$ cat src/rtl/axa_add_sequencer_pkg.sv
// Shared definitions for the 2x2 matrix-add sequencer: FSM states,
// element index constants, the quiet-NaN fill value and the default width.
package axa_add_sequencer_pkg;

    localparam int unsigned DEFAULT_WIDTH = 32;

    typedef enum logic [1:0] {
        ST_IDLE  = 2'd0,
        ST_ISSUE = 2'd1,
        ST_WAIT  = 2'd2,
        ST_DONE  = 2'd3
    } state_e;

    // Element order matches issue order: row-major C11, C12, C21, C22.
    localparam logic [1:0] IDX_C11 = 2'd0;
    localparam logic [1:0] IDX_C12 = 2'd1;
    localparam logic [1:0] IDX_C21 = 2'd2;
    localparam logic [1:0] IDX_C22 = 2'd3;

    // Written into an element whose addition never completed.
    localparam logic [31:0] QNAN = 32'h7FC0_0000;

endpackage

$ cat src/rtl/axa_add_sequencer_add_watchdog.sv
// Per-element wait watchdog for the matrix-add sequencer.
// Counts enabled cycles since the last clear; expired_o goes high (registered)
// once the count has reached TIMEOUT_CYCLES and stays high until cleared.
// Only instantiated when ADDER_TIMEOUT_EN is defined.
//   clk_i     in   clock, rising edge
//   rst_i     in   synchronous active-high reset
//   clear_i   in   restart the count (held while not waiting)
//   en_i      in   count this cycle
//   expired_o out  limit reached
module axa_add_sequencer_add_watchdog #(
    parameter int unsigned TIMEOUT_CYCLES = 64
) (
    input  logic clk_i,
    input  logic rst_i,
    input  logic clear_i,
    input  logic en_i,
    output logic expired_o
);

    localparam int unsigned CNT_W = $clog2(TIMEOUT_CYCLES + 1);

    logic [CNT_W-1:0] cnt_q, cnt_d;
    logic             expired_q, expired_d;

    // Count up while enabled; freeze once expired so the counter cannot wrap.
    always_comb begin
        cnt_d     = cnt_q;
        expired_d = expired_q;
        if (clear_i) begin
            cnt_d     = '0;
            expired_d = 1'b0;
        end else if (en_i && !expired_q) begin
            cnt_d     = cnt_q + CNT_W'(1);
            expired_d = (cnt_d == CNT_W'(TIMEOUT_CYCLES));
        end
    end

    always_ff @(posedge clk_i) begin
        if (rst_i) begin
            cnt_q     <= '0;
            expired_q <= 1'b0;
        end else begin
            cnt_q     <= cnt_d;
            expired_q <= expired_d;
        end
    end

    assign expired_o = expired_q;

endmodule

$ cat src/rtl/axa_add_sequencer.sv
// 2x2 single-precision matrix add C = A + B sequenced through one shared
// scalar adder. A/B are latched on Start, the four element sums are issued
// in order C11, C12, C21, C22, and the result is held with Stable until Ack.
// Optional build macro ADDER_TIMEOUT_EN adds a per-element watchdog that
// fills a stalled element with qNaN and raises a sticky Error.
//   input_Clk, input_Reset         clock / synchronous active-high reset
//   input_Start, input_C_Ack       request (IDLE only) / result acknowledge (DONE only)
//   input_A11..A22, input_B11..B22 operand matrices
//   output_Add_A/B, output_Add_Start  operands and issue pulse to the adder
//   input_Add_Done, input_Add_Sum  adder result-valid pulse and result
//   output_Stable, output_C11..C22 result valid and result elements
//   output_Error                   sticky watchdog error (0 without the macro)
module axa_add_sequencer
    import axa_add_sequencer_pkg::*;
#(
    parameter int unsigned WIDTH          = DEFAULT_WIDTH,
    parameter int unsigned TIMEOUT_CYCLES = 64
) (
    input  logic             input_Clk,
    input  logic             input_Reset,
    input  logic             input_Start,
    input  logic             input_C_Ack,
    input  logic [WIDTH-1:0] input_A11,
    input  logic [WIDTH-1:0] input_A12,
    input  logic [WIDTH-1:0] input_A21,
    input  logic [WIDTH-1:0] input_A22,
    input  logic [WIDTH-1:0] input_B11,
    input  logic [WIDTH-1:0] input_B12,
    input  logic [WIDTH-1:0] input_B21,
    input  logic [WIDTH-1:0] input_B22,
    output logic [WIDTH-1:0] output_Add_A,
    output logic [WIDTH-1:0] output_Add_B,
    output logic             output_Add_Start,
    input  logic             input_Add_Done,
    input  logic [WIDTH-1:0] input_Add_Sum,
    output logic             output_Stable,
    output logic [WIDTH-1:0] output_C11,
    output logic [WIDTH-1:0] output_C12,
    output logic [WIDTH-1:0] output_C21,
    output logic [WIDTH-1:0] output_C22,
    output logic             output_Error
);

    state_e                state_q, state_d;
    logic [1:0]            idx_q, idx_d;
    logic [3:0][WIDTH-1:0] a_q, a_d, b_q, b_d, c_q, c_d;
    logic [WIDTH-1:0]      add_a_q, add_a_d, add_b_q, add_b_d;
    logic                  add_start_q, add_start_d;
    logic                  stable_q, stable_d;
    logic                  error_q, error_d;
    logic                  timeout_c;

`ifdef ADDER_TIMEOUT_EN
    logic wd_expired;

    // Held clear outside WAIT, so every entry to WAIT starts from zero.
    axa_add_sequencer_add_watchdog #(
        .TIMEOUT_CYCLES(TIMEOUT_CYCLES)
    ) u_add_watchdog (
        .clk_i     (input_Clk),
        .rst_i     (input_Reset),
        .clear_i   (state_q != ST_WAIT),
        .en_i      (state_q == ST_WAIT),
        .expired_o (wd_expired)
    );

    assign timeout_c = wd_expired;
`else
    localparam int unsigned timeout_unused = TIMEOUT_CYCLES;
    assign timeout_c = 1'b0;
`endif

    // Next state, operand latch and per-element result capture.
    always_comb begin
        state_d = state_q;
        idx_d   = idx_q;
        a_d     = a_q;
        b_d     = b_q;
        c_d     = c_q;
        error_d = error_q;

        unique case (state_q)
            ST_IDLE: begin
                if (input_Start) begin
                    a_d     = {input_A22, input_A21, input_A12, input_A11};
                    b_d     = {input_B22, input_B21, input_B12, input_B11};
                    idx_d   = IDX_C11;
                    error_d = 1'b0;
                    state_d = ST_ISSUE;
                end
            end
            ST_ISSUE: begin
                state_d = ST_WAIT;
            end
            ST_WAIT: begin
                // A real Done wins over a timeout landing in the same cycle.
                if (input_Add_Done || timeout_c) begin
                    c_d[idx_q] = input_Add_Done ? input_Add_Sum : WIDTH'(QNAN);
                    if (!input_Add_Done) begin
                        error_d = 1'b1;
                    end
                    if (idx_q == IDX_C22) begin
                        state_d = ST_DONE;
                    end else begin
                        idx_d   = idx_q + 2'd1;
                        state_d = ST_ISSUE;
                    end
                end
            end
            ST_DONE: begin
                if (input_C_Ack) begin
                    state_d = ST_IDLE;
                end
            end
            default: begin
                state_d = ST_IDLE;
            end
        endcase

        // Outputs are registered from the next state so they line up with it.
        add_start_d = (state_d == ST_ISSUE);
        stable_d    = (state_d == ST_DONE);
        add_a_d     = add_start_d ? a_d[idx_d] : add_a_q;
        add_b_d     = add_start_d ? b_d[idx_d] : add_b_q;
    end

    always_ff @(posedge input_Clk) begin
        if (input_Reset) begin
            state_q     <= ST_IDLE;
            idx_q       <= IDX_C11;
            a_q         <= '0;
            b_q         <= '0;
            c_q         <= '0;
            add_a_q     <= '0;
            add_b_q     <= '0;
            add_start_q <= 1'b0;
            stable_q    <= 1'b0;
            error_q     <= 1'b0;
        end else begin
            state_q     <= state_d;
            idx_q       <= idx_d;
            a_q         <= a_d;
            b_q         <= b_d;
            c_q         <= c_d;
            add_a_q     <= add_a_d;
            add_b_q     <= add_b_d;
            add_start_q <= add_start_d;
            stable_q    <= stable_d;
            error_q     <= error_d;
        end
    end

    assign output_Add_A     = add_a_q;
    assign output_Add_B     = add_b_q;
    assign output_Add_Start = add_start_q;
    assign output_Stable    = stable_q;
    assign output_C11       = c_q[IDX_C11];
    assign output_C12       = c_q[IDX_C12];
    assign output_C21       = c_q[IDX_C21];
    assign output_C22       = c_q[IDX_C22];
    assign output_Error     = error_q;

endmodule

$ cat config.mk
export PLATFORM = sky130hd
export DESIGN_NAME = axa_add_sequencer
export DESIGN_NICKNAME = d
export VERILOG_FILES = /design/src/rtl/axa_add_sequencer_pkg.sv /design/src/rtl/axa_add_sequencer_add_watchdog.sv /design/src/rtl/axa_add_sequencer.sv
export SDC_FILE = /design/constraint.sdc
export NUM_CORES = 1
export LEC_CHECK = 0
export BUFFER_PORTS_ARGS = -buffer_cell sky130_fd_sc_hd__buf_2
export CAP_MARGIN = 5
export CORE_AREA = 2 2 188 190
export CTS_CLUSTER_SIZE = 25
export DETAILED_ROUTE_END_ITERATION = 16
export DIE_AREA = 0 0 190 192
export PLACE_DENSITY = 0.72
export SYNTH_ARGS = -nofsm -noshare
export SYNTH_HDL_FRONTEND = slang
export SYNTH_SLANG_ARGS = --single-unit
$ cat constraint.sdc
create_clock -name input_Clk -period 4.2 [get_ports input_Clk]
set_input_delay 0.42 -clock input_Clk [delete_from_list [all_inputs] [get_ports input_Clk]]
set_output_delay 0.42 -clock input_Clk [all_outputs]
set_load 0.01 [all_outputs]
## Word-level counts from Yosys, hierarchy flattened

Index checks and enable logic that the tools add are counted.

| cells by class | value |
|---|---|
| order comparisons | 3 |
| $add $sub $neg | 1 |
| equal/unequal tests | 6 |
| mux-type cells | 21 |
| reductions and logical operators | 3 |

Operators with widths:

| cell | number |
|---|---|
| 2-to-1 mux 128 bit | 4 |
| binary-select mux 32 bit (select 2 bit) | 2 |
| bitwise mux 128 bit | 1 |
| 2-to-1 mux 32 bit | 4 |
| demux 32 bit (select 2 bit) | 1 |
| 2-to-1 mux 2 bit | 7 |
| == test 2 bit (second input constant) | 4 |
| one-hot mux 2 bit (4 select lines) | 1 |
| less-than comparator 2 x 3 -> 1 bit (second input constant) | 2 |
| == test 2 x 1 -> 1 bit (second input constant) | 2 |
| one-hot mux 2 bit (2 select lines) | 1 |
| adder 2 x 1 -> 2 bit (second input constant) | 1 |
| greater-or-equal comparator 2 x 1 -> 1 bit (second input constant) | 1 |
| zero test 2 bit | 1 |
| AND reduction 2 bit | 1 |
| logical AND 1 bit | 1 |

| word-level totals | value |
|---|---|
| output and inout bits | 195 |
| word-level logic and storage cells | 52 |
| input bits | 293 |
| register bits | 454 |

## Longest topological paths before layout

Gate-level depths: netlist (run 1).

| logic depth | value |
|---|---|
| depth after elaboration | 6 |
| mapped depth | 9 |
| mapped depth without buffers | 5 |

## Least setup slack after synthesis (run 1)

No wires, ideal clock.

| timing path | value |
|---|---|
| kind | input-to-reg |
| from | input input_Add_Done |
| to | register add_a_q[0], in the netlist output_Add_A[0] |
| buffers on the path | 2 |
| cell stages on the path | 7 |
| path slack | 2.357 ns |
| data arrival time | 1.721 ns |
| cell sequence | or3b_4 o22a_1 buf_6 buf_12 nand3_2 nand3_1 a221o_1 |

| on the way | value |
|---|---|
| longest elaborated chain between the ends | 4 |
| elaborated cells on any way between the ends | 7 |
| those cells by class | eq/ne (1); mux (6) |

RTL lines:

| what | RTL line | source |
|---|---|---|
| start, declared | axa_add_sequencer.sv:34 | `input logic input_Add_Done,` |
| 2-to-1 mux 2 bit | axa_add_sequencer.sv:97 | `if (input_Add_Done \|\| timeout_c) begin` |
| one-hot mux 2 bit (2 select lines) | axa_add_sequencer.sv:82 | `unique case (state_q)` |
| binary-select mux 32 bit (select 2 bit) | axa_add_sequencer.sv:123 | `add_a_d = add_start_d ? a_d[idx_d] : add_a_q;` |
| 2-to-1 mux 32 bit (implied by the code) | axa_add_sequencer.sv:123 |  |
| end signal, assigned | axa_add_sequencer.sv:134 | `add_a_q <= '0;` |
| end signal, assigned | axa_add_sequencer.sv:145 | `add_a_q <= add_a_d;` |
| end, declared | axa_add_sequencer.sv:47 | `logic [WIDTH-1:0] add_a_q, add_a_d, add_b_q, add_b_d;` |

Several ways; a longest one is shown, not always the timed one. The select of a mux whose other input is x is not followed.
A chain may end at the register's enable or synchronous reset.

## Worst setup path after layout (run 1)

| timing path | value |
|---|---|
| from | input state_q[1] |
| to | register add_a_q[27], in the netlist output_Add_A[27] |

| on the way | value |
|---|---|
| longest elaborated chain between the ends | 4 |
| elaborated cells on any way between the ends | 13 |
| those cells by class | eq/ne (4); mux (8); reduce/logical (1) |

RTL lines:

| what | RTL line | source |
|---|---|---|
| start, declared | axa_add_sequencer.sv:44 | `state_e state_q, state_d;` |
| == test 2 bit / zero test 2 bit (equally long branches) | axa_add_sequencer.sv:82 |  |
| one-hot mux 2 bit (2 select lines) / 2-to-1 mux 128 bit (equally long branches) | axa_add_sequencer.sv:82 |  |
| binary-select mux 32 bit (select 2 bit) | axa_add_sequencer.sv:123 |  |
| 2-to-1 mux 32 bit (implied by the code) | axa_add_sequencer.sv:123 |  |

Several ways; a longest one is shown, not always the timed one. The select of a mux whose other input is x is not followed.

==> metrics.yaml, run 1 <==
outcome: "finished clean"
critPathMaxStageDelay_ps: 680
rsz0062_at_grt: "no"
synth_fa_ha_area_share_pct: 0
cts_buffers: 43
hp-class: "input pin to flip-flop"
post-place-ws_ps: 1440
pwr-share-clk_pct: 44.0
synth-simple-area-share_pct: 24.2
port_buffers: 486
criticalPathCategory: "flip-flop to flip-flop"
slew_headroom_pct: 24.3
worstPathCellList: "nand2_1 > o22a_4 > buf_4 > nand3_2 > nand3_1 > a221o_1"
synth_xor_area_share_pct: 0
seq_power_share_pct: 43.4
finalSetupViolations: 0
crit_arrival_ps: 3080
grt_use_total_pct: 28.7
drt_first_pass_iters: 5
use_met2_pct: 47.0
netlist_area_um2: 16000
syn_area_per_cell_um2: 8.12
initial_core_util_pct: 46.7
nNetsFinal: 2620
grt_pass1_vias: 15500
path_buf_inv: 1
setup_slack_ps: 1560
routed_wl_um: 54500
cts_hold_buf: 0
drt_iter0_drc: 1006
cts_resized: 0
grt_max_degree: 194
drive_gt1_share_pct: 28.0
cpMaxStageDelayCell: "dfxtp_1"
gp_congestion: 0.853
wl_per_cell_um: 19.2
fin_area_um2: 20000
p_leak_uw: 0.00810
htreeDepth: 2
drv_slew: 0
overflow: 0
syn-num-nets: 2266
cts_setup_buffers: 0
post-route-min-period_ps: 2640
cts_tree: "done"
die_w_um: 190
syn-instance-count: 1973
placed_area_um2: 18400
cts_root_buffer: "clkbuf_16"
gr-max-usage-layer: "met2"
clock_path_buffers: 3
final_cells: 2834
area_delta_synth_final_pct: 24.6
design.die.area_um2: 36500
worst-path-max-fanout: 43
fin_setup_tns_ps: 0
grtUsageMet1_pct: 34.9
p_per_area_nw_per_um2: 467
cts_sinks: 390
vias: 16000
synth-compound-area-share_pct: 20.5
hold_slack_ps: 93.0
yosysSeqAreaShare_pct: 48.7
synthMuxAreaShare_pct: 0
netSwitchingFraction_pct: 25.9
skew_ps: 19.2
dieHeight_um: 192
end_kind: "flip-flop"
place_inst: 2737
drc: 0
worstMarginPinSlew_ps: 1130
core_area_um2: 34300
ys_warn_count: 0
cp_top_family: "compound AO/OA/AOI/OAI gates"
antenna_found_initial: 23
ant_nets: 0
post-route-period-util_pct: 62.8
ys_ff_latch: 390
fp-row-count: 68
p_comb_share_pct: 12.6
synth_top_family_by_area: "simple AND/OR/NAND/NOR gates"
viasPerCell: 5.63
dp_hpwl_um: 35300
clk_latency_ps: 560
cp_data_required_time_ps: 4650
fmax_mhz: 379
startpoint_type: "flip-flop"
grtUsageMet3_pct: 7.02
cap_violations: 0
hold_viol: 0
cts.clk_slew.worst_paths_ps: 60
grt_pass1_wl_um: 83200
io_pins: 488
yosysUniqueCellTypes: 41
intPower_uw: 6900
irDropWorstVdd_v: 0.000318
switchingPower_uw: 2420
layout make-up:
| type | count | area (um2) |
|---|---|---|
| Antenna cell | 21 | 52.6 |
| Clock buffer | 59 | 1240 |
| Clock inverter | 17 | 310 |
| Fill cell | 3165 | 14300 |
| Inverter | 3 | 11.3 |
| Multi-Input combinational cell | 1375 | 7230 |
| Sequential cell | 390 | 7810 |
| Tap cell | 455 | 569 |
| Timing Repair Buffer | 514 | 2740 |
logic make-up after synthesis:
family,count (synthesis)
compound gates,524
buf+inv,208
flops,390
other cells,1
simple gates,850
worst paths after layout:
path                                             from                             to  slack [ps]  cells after the start
worst max-delay path            state_q[1]$_SDFF_PP0_  output_Add_A[27]$_SDFFE_PP0N_        1560                      6
worst min-delay path                    input_A22[27]            a_q[123]$_SDFF_PP0_          90                      3
worst max register to register  state_q[1]$_SDFF_PP0_  output_Add_A[27]$_SDFFE_PP0N_        1560                      6
worst min register to register     b_q[80]$_SDFF_PP0_             b_q[80]$_SDFF_PP0_         450                      2
Yosys cell counts (all sizes together):
library cell  number  area, um2
a211oi            18        135
a21bo              1       10.0
a21boi             2       15.0
a21o               1       7.51
a21oi            306       1540
a221o             64        641
a31oi              1       21.3
and2               1       6.26
and2b              2       16.3
and3               1       6.26
buf               88        583
clkbuf           117        458
conb               1       3.75
dfxtp            390       7810
inv                3       11.3
nand2            561       2110
nand2b             3       21.3
nand3            176       1180
nand4              1       6.26
nor2              24       92.6
nor2b             11       68.8
nor3              67        347
o211ai             1       12.5
o21ai             64        320
o22a               1       8.76
o22ai              1       12.5
o32ai             64        561
or2                2       12.5
or3b               1       11.3
metal layers:
layer / vias up / wire (um)
li1: 7564 / -
met1: 7527 / 21400
met2: 709 / 26100
met3: 159 / 4580
met4: 10 / 2420
met5: - / 56
power by group through the flow:
stage	Sequential [uW]	Combinational (uW)	Clock [uW]
after floorplan	4130	711	0
after global placement	4120	1150	0
after detailed placement	4120	1170	0
after CTS	4040	1180	4160
after global routing	4070	1290	4310
final	4050	1180	4100
per-stage QoR:
stage | utilization, % | power [uW]
6_report | 58.2 | 9320
4_1_cts | 58.1 | 9380
3_3_place_gp | 53.6 | 5270
5_1_grt | 58.2 | 9660
3_5_place_dp | 53.6 | 5290
2_1_floorplan | - | 4840
flip-flops by register name (all words and copies together), names as in the netlist:
register,count
output_C12,32
idx_q,2
b_q,96
output_C11,32
state_q,2
output_Stable,1
output_C22,32
a_q,96
output_Add_B,32
output_Add_Start,1
output_Add_A,32
output_C21,32
tightest hold or removal path, delay by kind of cell:
family / cells / cell delay (ps)
buf+inv: 1 / 100
simple gates: 1 / 40
compound gates: 1 / 50
cells in the final DEF, fill, tap and decap left out, types with 2 or more instances in the layout:
cell type,instances
a211oi_1,18
a21boi_1,2
a21oi_1,303
a21oi_4,2
a221o_1,64
buf_12,7
buf_2,485
buf_4,21
bufinv_16,8
clkbuf_1,7
clkbuf_16,44
clkbuf_8,8
clkinv_2,4
dfxtp_1,390
diode_2,21
inv_1,3
inv_6,2
nand2_1,561
nand2b_1,2
nand3_1,116
nand3_2,60
nor2_1,20
nor2_2,2
nor2_4,2
nor2b_1,11
nor3_1,66
o21ai_0,59
o21ai_1,5
o32ai_1,64
No activity file was read; power rests on OpenSTA's default activity.
==> run 2, diff against run 1 <==
Clock period 4.2 ns to 2.65 ns, I/O delays scaled along.
==> run 2 against run 1 <==
Compared with the run above:
- clock-buffer cell count down 6
- worst hold slack got worse by 94 ps
- final area grew 9.2%
- via count is 6.1% higher
- global-route usage rose by 1.1 points
- the run now ends with negative hold slack left
- critical path type unchanged
- worst setup slack worse by 1300 ps
- highest routed layer unchanged
- sequential power rose by 59%
==> metrics.yaml, run 2 (same netlist as run 1, synthesis figures left out) <==
die_w_um: 190  # unchanged
design.die.area_um2: 36500  # unchanged
cts_setup_buffers: 0  # unchanged
multi_input_comb_area_um2: 7230  # unchanged
port_buffers: 486  # unchanged
fin_util_pct: 63.5  # +5.3 points
hp-class: "input pin to flip-flop"
dr_wl_met2_um: 27900  # +6.9%
drv_slew: 0  # unchanged
ant_nets: 0  # unchanged
grt_use_total_pct: 29.8  # +1.1 points
cts_buffers: 41  # -4.7%
wl_per_cell_um: 19.2  # -0.26%
initial_core_util_pct: 46.7  # unchanged
grt_pass1_vias: 16200  # +4.9%
cts.clk_slew.worst_paths_ps: 60  # about the same
final_common_cell: "nand2_1"
cts_tree: "done"
core_area_um2: 34300  # unchanged
grt_pass1_wl_um: 87100  # +4.7%
r2r_setup_slack_ps: 290  # -1270 ps
hold_slack_ps: -1.30  # -94.3 ps
fmax_mhz: 424  # +12%
post-route-min-period_ps: 2360  # -280 ps
drive_gt1_share_pct: 26.0  # -2.0 points
skew_ps: 9.80  # -9.40 ps
violations: "negative hold slack"
regArea_um2: 7810  # unchanged
vias: 16900  # +6.1%
worstMarginPinSlew_ps: 1150  # +19.0 ps
grt_max_degree: 193  # -0.52%
dp_hpwl_um: 35800  # +1.6%
cts_sinks: 390  # unchanged
cts_resized: 0  # unchanged
outcome: "finished with violations"
clock_path_buffers: 3  # unchanged
reg2reg_depth: 6  # unchanged
overflow: 0  # unchanged
total_power_uw: 14400  # +54%
regToRegEndpoint: "output_Add_A[31]$_SDFFE_PP0N_"
startpoint_type: "flip-flop"
fin_setup_tns_ps: 0  # unchanged
post-place-ws_ps: 341  # -1100 ps
cap_violations: 0  # unchanged
antenna_found_initial: 11  # -52%
p_leak_uw: 0.00888  # +9.6%
wl_met3_um: 4970  # +8.4%
post-route-period-util_pct: 88.9  # +26 points
hold_viol: 1  # +1
clk_latency_ps: 530  # -30 ps
viasPerCell: 5.62  # -0.29%
fp-row-count: 68  # unchanged
setup_slack_ps: 294  # -1270 ps
hold_depth: 3  # unchanged
gp_congestion: 0.875  # +2.6%
crit_arrival_ps: 2770  # -310 ps
irDropWorstVdd_v: 0.000500  # +57%
p_per_area_nw_per_um2: 659  # +41%
cp_data_required_time_ps: 3070  # -1580 ps
routed_wl_um: 57800  # +6.1%
highest-signal-layer: "met5"
drt_iter0_drc: 1386  # +38%
holdPathEnd: "b_q[62]$_SDFF_PP0_"
finalSetupViolations: 0  # unchanged
criticalPathCategory: "flip-flop to flip-flop"
area_delta_synth_final_pct: 36.0
hp-start: "input_B12[30]"
cts_root_buffer: "clkbuf_16"
end_kind: "flip-flop"
r2r_start: "state_q[1]$_SDFF_PP0_"
slew_headroom_pct: 23.1  # -1.3 points
fillCellCount: 2843  # -10%
worst-path-max-fanout: 102  # +140%
final_cell_mix: "nand2_1, buf_2, dfxtp_1, a21oi_1, dlygate4sd3_1"
htreeDepth: 2  # unchanged
rsz0062_at_grt: "no"
drt_first_pass_iters: 6  # +1
drc: 0  # unchanged
dieHeight_um: 192  # unchanged
nNetsFinal: 2817  # +7.5%
wl_met1_um: 22300  # +4.3%
largestRegisters: "a_q: 96 flops, b_q: 96 flops"
io_pins: 488  # unchanged
==> run 2: cell types whose count changed in the layout (fill, tap and decap cells not counted), moves of 2 or more <==
cell and change:
diode_2 -11, clkbuf_1 -3, buf_12 +6, clkbuf_8 -2, dlygate4sd3_1 +194, clkinv_2 +6
bufinv_16 -5
==> run 2: routing by layer <==
metal,global-route usage [%],up-vias
met1,36.1,7947
met3,6.43,185
met2,49.9,865
li1,-,7945
met5,0,-
met4,15.3,4
==> run 2: repair_timing <==
item | 4_1_cts | 5_1_grt
hold buffers | 193 | 1
endpoints found under the setup margin | 0 | 0
endpoints found under the hold margin | 207 | 1
==> run 2: area by class of cell <==
cell class              count  share of cell area, %
repair buffers            713                   22.0
inverters                   3                 0.0517
diodes                     10                  0.115
clock buffers              53                   5.39
multi-input cells        1375                   33.2
well taps                 455                   2.61
clock inverters            17                  0.798
flip-flops and latches    390                   35.8
==> run 2: power breakdown <==
part	switching [uW]	total [uW]	leakage, uW	internal, uW
clock	2380	5790	0.000673	3410
combinational	1260	2150	0.00502	892
sequential	218	6430	0.00319	6210
total	3850	14400	0.00888	10500
==> run 2: how the worst max path moves through the flow <==
stage,start,to,slack [ps]
finish,state_q[1]$_SDFF_PP0_,output_Add_A[31]$_SDFFE_PP0N_,290
global route,state_q[1]$_SDFF_PP0_,output_Add_A[1]$_SDFFE_PP0N_,180
CTS,state_q[1]$_SDFF_PP0_,output_Add_A[18]$_SDFFE_PP0N_,330
detailed placement,state_q[1]$_SDFF_PP0_,output_Add_B[23]$_SDFFE_PP0N_,340
global placement,state_q[1]$_SDFF_PP0_,output_Add_A[5]$_SDFFE_PP0N_,450
floorplan,idx_q[1]$_SDFF_PP0_,output_Add_A[0]$_SDFFE_PP0N_,810
==> run 2: worst max-delay path, cell delays in order, from the launching register on <==
cell     delay [ps]
dfxtp_1         480
nand2_1         310
o22ai_4         120
buf_12          230
o32ai_1         630
nor3_1          100
a221o_1         270
==> run 2: per-stage QoR <==
stage	area, um2	std cells
4_1_cts	21800	3005
2_1_floorplan	16000	1973
5_1_grt	21800	3015
3_5_place_dp	18500	2742
3_3_place_gp	18500	2742
6_report	21800	3016
